### config.mk
export PLATFORM = sky130hd
export DESIGN_NAME = chroma_upsampler
export DESIGN_NICKNAME = d
export VERILOG_FILES = /design/src/rtl/jpeg_pkg.sv /design/src/rtl/chroma_replicate.sv /design/src/rtl/chroma_upsampler.sv
export SDC_FILE = /design/constraint.sdc
export NUM_CORES = 1
export LEC_CHECK = 0
export BUFFER_PORTS_ARGS = -buffer_cell sky130_fd_sc_hd__buf_2
export CAP_MARGIN = 10
export CORE_AREA = 5 5 398 400
export CTS_CLUSTER_SIZE = 10
export DETAILED_ROUTE_END_ITERATION = 7
export DIE_AREA = 0 0 403 405
export PLACE_DENSITY_LB_ADDON = 0.25
export SYNTH_ARGS = -nofsm -noshare
export SYNTH_HDL_FRONTEND = slang
export SYNTH_HIERARCHICAL = 1
export SYNTH_SLANG_ARGS = --single-unit
### constraint.sdc
create_clock -name clock -period 2.8 [get_ports clock]
set_clock_uncertainty 0.05 [all_clocks]
set_input_delay 0.14 -clock clock [delete_from_list [all_inputs] [get_ports clock]]
set_output_delay 0.14 -clock clock [all_outputs]
set_load 0.01 [all_outputs]
### src/rtl/jpeg_pkg.sv
// Shared JPEG decoder types: subsampling modes, component ids, block type and
// the upsampler FSM state encoding.
package jpeg_pkg;

   typedef enum logic [1:0] {SS_444, SS_422, SS_420, SS_RSVD} subsamp_mode_t;

   localparam int CH_Y  = 0;
   localparam int CH_CB = 1;
   localparam int CH_CR = 2;

   localparam int PIX_DW  = 8;
   localparam int PIX_BLK = 8;
   typedef logic [PIX_BLK-1:0][PIX_BLK-1:0][PIX_DW-1:0] pix_block_t;

   typedef enum logic {ST_IDLE, ST_EMIT} ups_state_t;

   // Index of the final output block for a given (already resolved) mode.
   function automatic logic [1:0] last_idx(input subsamp_mode_t m);
      case (m)
         SS_422:  return 2'd1;
         SS_420:  return 2'd3;
         default: return 2'd0;
      endcase
   endfunction

endpackage

### src/rtl/chroma_replicate.sv
// Pixel-replication mapping from a buffered component block to one
// full-resolution output block, selected by mode and sub-block index.
module chroma_replicate
   import jpeg_pkg::*;
#(
   parameter int DW  = 8,
   parameter int BLK = 8
) (
   input  logic [BLK-1:0][BLK-1:0][DW-1:0] i_buf,
   input  logic [1:0]                      i_mode,
   input  logic [1:0]                      i_idx,
   output logic [BLK-1:0][BLK-1:0][DW-1:0] o_block
);

   localparam int H = BLK / 2;

   // idx[0] picks the right half, idx[1] the bottom half of the source block.
   for (genvar gi = 0; gi < BLK; gi++) begin : g_row
      for (genvar gj = 0; gj < BLK; gj++) begin : g_col
         logic [DW-1:0] w_h;
         logic [DW-1:0] w_q;

         assign w_h = i_idx[0] ? i_buf[gi][H + gj/2] : i_buf[gi][gj/2];
         assign w_q = i_idx[1]
                    ? (i_idx[0] ? i_buf[H + gi/2][H + gj/2] : i_buf[H + gi/2][gj/2])
                    : (i_idx[0] ? i_buf[gi/2][H + gj/2]     : i_buf[gi/2][gj/2]);

         assign o_block[gi][gj] = (i_mode == SS_420) ? w_q :
                                  (i_mode == SS_422) ? w_h : i_buf[gi][gj];
      end
   end

endmodule

### src/rtl/chroma_upsampler.sv
// Chroma upsampler: buffers one component block and emits 1, 2 or 4
// replicated full-resolution blocks with valid/ready on both sides.
module chroma_upsampler
   import jpeg_pkg::*;
#(
   parameter int DW   = 8,
   parameter int BLK  = 8,
   parameter int CH_W = 2
) (
   input  logic                            clock,
   input  logic                            reset,
   input  logic                            in_valid,
   output logic                            in_ready,
   input  logic [CH_W-1:0]                 in_ch,
   input  logic [1:0]                      in_mode,
   input  logic [BLK-1:0][BLK-1:0][DW-1:0] in_block,
   output logic                            out_valid,
   input  logic                            out_ready,
   output logic [CH_W-1:0]                 out_ch,
   output logic [1:0]                      out_idx,
   output logic                            out_last,
   output logic [BLK-1:0][BLK-1:0][DW-1:0] out_block,
   output logic                            mode_err,
   output logic                            dbg_state
);

   // Handshake: a transfer happens on a side only in a cycle where both its
   // valid and ready are high at the rising clock edge; valid never waits on ready.

   ups_state_t                      r_state;
   ups_state_t                      w_next_state;
   logic [BLK-1:0][BLK-1:0][DW-1:0] r_buf;
   logic [CH_W-1:0]                 r_ch;
   logic [1:0]                      r_idx;
   subsamp_mode_t                   r_mode;
   subsamp_mode_t                   w_eff_mode;
   logic                            r_mode_err;
   logic                            w_accept;
   logic                            w_out_fire;
   logic                            w_out_last;

   // Luma and reserved modes collapse to a single passthrough block.
   always_comb begin
      w_eff_mode = subsamp_mode_t'(in_mode);
      if ((in_ch == CH_W'(CH_Y)) || (in_mode == SS_RSVD))
         w_eff_mode = SS_444;
   end

   always_ff @(posedge clock) begin
      if (reset) r_state <= ST_IDLE;
      else       r_state <= w_next_state;
   end

   always_comb begin
      w_next_state = r_state;
      in_ready     = 1'b0;
      out_valid    = 1'b0;
      w_out_last   = 1'b0;
      case (r_state)
         ST_IDLE: begin
            in_ready = 1'b1;
            if (in_valid) w_next_state = ST_EMIT;
         end
         ST_EMIT: begin
            out_valid  = 1'b1;
            w_out_last = (r_idx == last_idx(r_mode));
            in_ready   = out_ready && w_out_last;
            if (out_ready && w_out_last && !in_valid) w_next_state = ST_IDLE;
         end
         default: w_next_state = ST_IDLE;
      endcase
   end

   assign w_accept   = in_valid && in_ready;
   assign w_out_fire = out_valid && out_ready;

   always_ff @(posedge clock) begin
      if (reset) begin
         r_buf      <= '0;
         r_ch       <= '0;
         r_idx      <= 2'd0;
         r_mode     <= SS_444;
         r_mode_err <= 1'b0;
      end else begin
         r_mode_err <= w_accept && (in_mode == SS_RSVD);
         if (w_accept) begin
            r_buf  <= in_block;
            r_ch   <= in_ch;
            r_mode <= w_eff_mode;
            r_idx  <= 2'd0;
         end else if (w_out_fire && !w_out_last) begin
            r_idx <= r_idx + 2'd1;
         end
      end
   end

   chroma_replicate #(.DW(DW), .BLK(BLK)) u_replicate (
      .i_buf   (r_buf),
      .i_mode  (r_mode),
      .i_idx   (r_idx),
      .o_block (out_block)
   );

   assign out_ch    = r_ch;
   assign out_idx   = r_idx;
   assign out_last  = w_out_last;
   assign mode_err  = r_mode_err;
   assign dbg_state = r_state;

endmodule

==> results of run 1 <==
[per-stage QoR]
stage	cell area (µm²)	total power, mW	hold WS (ns)
after global placement	36900	14.8	0.339
after CTS	47100	25.0	0.132
after detailed placement	36900	14.8	0.340
final	48700	25.1	0.206
after floorplan	28000	11.2	0.199
after global routing	48700	25.9	0.178
[layout make-up]
class	instances	area [µm²]	area share (%)
tap	2058	2570	5.29
timing repair buffer	1936	15300	31.5
antenna	21	52.6	0.108
multi-input combinational	3243	18100	37.1
inverter	3	11.3	0.0231
sequential	520	10400	21.4
clock inverter	12	106	0.218
clock buffer	109	2130	4.38
[power groups by stage]
stage / Clock, mW / Combinational, mW / Sequential [mW]
2_1_floorplan: 0 / 2.82 / 8.42
3_5_place_dp: 0 / 6.07 / 8.74
4_1_cts: 9.32 / 7.07 / 8.59
3_3_place_gp: 0 / 6.07 / 8.75
5_1_grt: 9.53 / 7.73 / 8.67
6_report: 9.12 / 7.39 / 8.63
[repair_timing]
action / in CTS / in global routing
endpoints found under the setup margin: 500 / 547
hold buffers: 522 / 0
setup buffers: 60 / 29
hold endpoints to repair: 520 / 0
resized for setup: 391 / 268
cloned: 14 / 9
pin swaps: 82 / 72
[path summary, 6_finish.rpt]
path,startpoint,cells past startpoint,endpoint,slack (ns)
worst max-delay path,out_idx[0],10,out_block[65],-0.20
worst min-delay path,in_block[313],4,r_buf[313],0.21
worst max register to register,out_idx[0],10,r_buf[499],0.17
worst min register to register,out_ch[0],2,out_ch[0],0.40
[metal layers]
metal / vias up / global-route usage (%)
met5: - / 0
met4: 36 / 12.7
met3: 485 / 6.62
met2: 2150 / 46.4
met1: 19100 / 34.7
li1: 17100 / -
[cells by family after synthesis]
logic type	synth area share, %
simple gates	32.3
xor+xnor	0.0939
flops	37.2
buf+inv	5.50
compound gates	14.6
fa+ha+maj	0.0447
mux	10.3
[cell usage after synthesis, drive strengths merged, types with 2 or more instances]
| library cell | count | area share [%] |
|---|---|---|
| nand2 | 1866 | 25 |
| dfxtp | 520 | 37 |
| a21oi | 517 | 9.2 |
| nand3 | 386 | 6.9 |
| mux2 | 256 | 10 |
| buf | 187 | 3.6 |
| clkbuf | 141 | 1.9 |
| o21ai | 66 | 1.2 |
| a222oi | 64 | 2.3 |
| a22oi | 64 | 1.7 |
| nor2 | 4 | 0.054 |
| inv | 3 | 0.040 |
| nor3b | 3 | 0.080 |
| nor3 | 2 | 0.036 |
| or4b | 2 | 0.072 |
| xnor2 | 2 | 0.063 |
[critical path, cell delays in order (launching register included)]
cell	delay (ns)
dfxtp_4	0.36
buf_12	0.13
buf_12	0.13
buf_16	0.16
buf_6	0.13
buf_12	0.13
mux2_4	0.36
a222oi_1	0.35
buf_4	0.20
nand2_2	0.06
buf_6	0.12
[cells in the final DEF (no fill, tap or decap), types with 10 or more instances in the layout]
master            n
a21oi_1         517
a222oi_1         64
a22oi_2          56
buf_12           54
buf_16           17
buf_2           967
buf_4           205
buf_6           149
buf_8            10
clkbuf_1         19
clkbuf_16        80
clkbuf_8         17
dfxtp_1         517
diode_2          21
dlygate4sd3_1   522
mux2_2          103
mux2_4          148
nand2_1        1831
nand2_2          26
nand3_1         270
nand3_2          60
nand3_4          56
o21ai_0          63
[state kept, by name, indices dropped and copies added, names as in the netlist]
signal / count
out_idx: 2
r_buf: 512
r_mode: 2
mode_err: 1
out_ch: 2
dbg_state: 1
==> results_dict.tcl, run 1 <==
set metrics [dict create \
    outcome "finished with violations" \
    fin_nets 6296 \
    p_clk_share_pct 36.3 \
    rsz0062_at_grt "yes" \
    swShare_pct 35.8 \
    routed.top_layer "met5" \
    layout-drive-gt1-share_pct 34.1 \
    coreArea_um2 155000 \
    initial_core_util_pct 18.1 \
    syn_nets 4615 \
    clk_latency_ns 0.65 \
    route.met3.wl_mm 20.9 \
    die_height_um 405 \
    hp-class "in2reg" \
    intPower_mw 16.1 \
    cts_tree "built" \
    start_kind "register" \
    viasPerCell 4.92 \
    combPwrFrac_pct 29.4 \
    grt_overflow 0 \
    final.min_clock_period_ns 3.00 \
    max_freq_mhz 333 \
    postRouteAntennaNets 0 \
    htreeDepth 3 \
    tightestPinTransition_ns 0.590 \
    synth_edf_count 0 \
    critical_path_peak_fanout 7 \
    synth-seq-area-share_pct 37.2 \
    area_delta_synth_final_pct 74.0 \
    ys.flop_type "dfxtp_1" \
    place_inst 7128 \
    finalHoldViolations 0 \
    totalWireLength_mm 244 \
    numCtsBuffers 71 \
    grtUsageTotal_pct 28.1 \
    ioPinCount 1041 \
    finalSetupViolCount 275 \
    clock-sinks 520 \
    cap_violations 0 \
    switching_power_mw 9.01 \
    grt_pass1_vias 37900 \
    power.share.sequential_pct 34.3 \
    dp_hpwl_mm 193 \
    io_buffers 1040 \
    wire_per_inst_um 30.9 \
    slew_headroom_pct 60.2 \
    endpoint_kind "output pin" \
    peakVddDrop_mv 0.403 \
    period_share_pct 107 \
    required_ns 2.61 \
    postSynthAreaPerCell_um2 6.84 \
    grt_max_degree 97 \
    die_w_um 403 \
    grt_pass1_wl_mm 321 \
    ys_seq_elements 520 \
    route.detailed.drc 14 \
    drt_pass1_iterations 8 \
    ys_warn_count 6 \
    n_fill_cell 16900 \
    fin_ws_ns -0.203 \
    tns_ns -17.41 \
    via_count 38900 \
    clockBufferDepth 3 \
    clkTransAtPathRegs_ns 0.06 \
    ctsRootBufferMaster "clkbuf_16" \
    die-area_um2 163000 \
    worstPathArrival_ns 2.81 \
    worstSetupPathType "reg2out" \
    synthArstFlopShare_pct 0 \
    met2WireLength_mm 112 \
    instances_no_fill 7902 \
    p_per_area_nw_per_um2 516 \
    postSynthCellCount 4094 \
    dr.first_iter.drc_count 4270 \
    syn_area_um2 28000 \
    drt-met1-wl_mm 96.6 \
    drv_slew 0 \
    leakage_nw 23.4 \
    violations "DRC, setup timing" \
    gp_congestion 0.989 \
    row_count 145 \
    synth_cell_type_count 32 \
    pre_cts_ws_ns -0.0105 \
    post-route-util_pct 31.4 \
    antenna_found_initial 54 \
]
(Power assumes the default switching activity.)
==> inputs of run 2 (changes only) <==
REMOVE_ABC_BUFFERS = 1   (was unset)
==> results_dict.tcl, run 2 (synthesis gave the netlist of run 1 again) <==
set metrics [dict create \
    outcome "finished with violations" \
    violations "setup timing" \
    die_height_um 405 \
    io_buffers 1040 \
    fin_nets 6294 \
    finalSetupViolCount 58 \
    dp_hpwl_mm 128 \
    viasPerCell 4.65 \
    cts_tree "built" \
    critical_path_peak_fanout 6 \
    start_kind "register" \
    largest_register_ff_count 512 \
    clk_latency_ns 0.63 \
    cp_slowest_cell "dfxtp_4" \
    n_fill_cell 16700 \
    clockBufferDepth 3 \
    grt_pass1_vias 36600 \
    period_share_pct 103 \
    postRouteAntennaNets 0 \
    ioPinCount 1041 \
    power.share.sequential_pct 34.6 \
    power_mw 24.7 \
    final.min_clock_period_ns 2.89 \
    final_cell_area_um2 49300 \
    switching_power_mw 8.12 \
    numCtsBuffers 71 \
    die_w_um 403 \
    hp-class "in2reg" \
    p_per_area_nw_per_um2 501 \
    mostFrequentLayoutCell "nand2_1" \
    grtUsageTotal_pct 20.4 \
    endpoint_kind "output pin" \
    leakage_nw 23.5 \
    ctsRootBufferMaster "clkbuf_16" \
    clock-sinks 520 \
    via_count 36700 \
    clkTransAtPathRegs_ns 0.07 \
    placed_area_um2 36300 \
    p_clk_share_pct 38.0 \
    htreeDepth 3 \
    coreArea_um2 155000 \
    initial_core_util_pct 18.1 \
    instances_no_fill 7888 \
    final_cell_mix "1814 x nand2_1, 921 x buf_2, 521 x dlygate4sd3_1" \
    swShare_pct 32.9 \
    worstSetupPathType "reg2out" \
    pre_cts_ws_ns 0.135 \
    area_delta_synth_final_pct 76.2 \
    slew_headroom_pct 63.7 \
    peakVddDrop_mv 0.333 \
    antenna_found_initial 12 \
    cp_cell_sequence "buf_12 > buf_12 > buf_12 > buf_4 > buf_6 > buf_6 > mux2_4 > a22oi_2 > nand3_1 > buf_2" \
    max_freq_mhz 346 \
    grt_overflow 0 \
    row_count 145 \
    layout-drive-gt1-share_pct 34.7 \
    intPower_mw 16.6 \
    gp_congestion 0.967 \
    tightestPinTransition_ns 0.545 \
    dr.first_iter.drc_count 2923 \
    route.detailed.drc 0 \
    grt_max_degree 88 \
    fin_ws_ns -0.0924 \
    worstPathArrival_ns 2.70 \
    rsz0062_at_grt "yes" \
    worst_path_most_repeated_cell "buf_12" \
    cp_num_buf_inv 7 \
    die-area_um2 163000 \
    wire_per_inst_um 22.4 \
    drt_pass1_iterations 6 \
    finalHoldViolations 0 \
    place_inst 7039 \
    drv_slew 0 \
    crit_family "buffers and inverters" \
    regMostFlops "r_buf" \
    required_ns 2.61 \
    cap_violations 0 \
    grt_pass1_wl_mm 250 \
    critPathMaxStageDelay_ns 0.39 \
    combPwrFrac_pct 27.5 \
    totalWireLength_mm 177 \
]
## run 2: changes by cell type in the layout (fill, tap and decap cells not counted), moves of 11 or more
cell	before	now
buf_2	967	921
buf_6	149	183
nand3_2	60	87
buf_12	54	80
nand3_4	56	37
nand2_1	1831	1814
diode_2	21	6
buf_4	205	193
nand2_4	8	19
## run 2: power groups by stage
stage               logic, mW  clock network (mW)  registers, mW
CTS                      6.47                9.67           8.51
global placement         5.42                   0           8.66
finish                   6.78                9.37           8.53
detailed placement       5.41                   0           8.66
floorplan                3.62                   0           8.44
global route             7.24                9.93           8.59
## run 2: worst min-delay path, cell delays in order
cell and delay [ns]:
dlygate4sd3_1 0.53, buf_2 0.12, nand2_1 0.04, a21oi_1 0.05
## run 2: final cells by class
type	count	area (µm²)	area share [%]
Clock inverter	12	159	0.322
Antenna cell	6	15.0	0.0304
Multi-Input combinational cell	3243	18100	36.8
Sequential cell	520	10400	21.1
Tap cell	2058	2570	5.22
Clock buffer	112	2160	4.39
Timing Repair Buffer	1934	15800	32.1
Inverter	3	11.3	0.0228
## run 2: stage by stage
stage / util (%) / setup TNS (ns) / hold WS [ns]
2_1_floorplan: - / - / 0.159
3_3_place_gp: 23.4 / 0 / 0.335
3_5_place_dp: 23.4 / 0 / 0.338
4_1_cts: 30.7 / -15.41 / 0.154
5_1_grt: 31.8 / -25.91 / 0.185
6_report: 31.8 / -1.83 / 0.234
## run 2: path summary, 6_finish.rpt
path,start,to,slack (ns),depth (start not counted)
max,out_idx[0],out_block[360],-0.09,10
min,in_block[259],r_buf[259],0.23,4
max reg2reg,r_mode[0],r_buf[166],0.34,10
min reg2reg,r_buf[174],r_buf[174],0.41,2
## run 2: per-layer routing
| layer | track usage, % | routed length [µm] |
|---|---|---|
| met5 | 0 | 35 |
| met3 | 3.88 | 11800 |
| met1 | 25.6 | 73100 |
| met2 | 33.8 | 82700 |
| met4 | 9.47 | 9480 |
## run 2: repair_timing
| action | CTS | global route |
|---|---|---|
| pin swaps | 191 | 171 |
| hold buffers | 521 | 0 |
| resized for setup | 434 | 340 |
| hold endpoints to repair | 520 | 0 |
| buffers inserted | 134 | 55 |
| gates cloned | 23 | 2 |
| endpoints found under the setup margin | 510 | 375 |
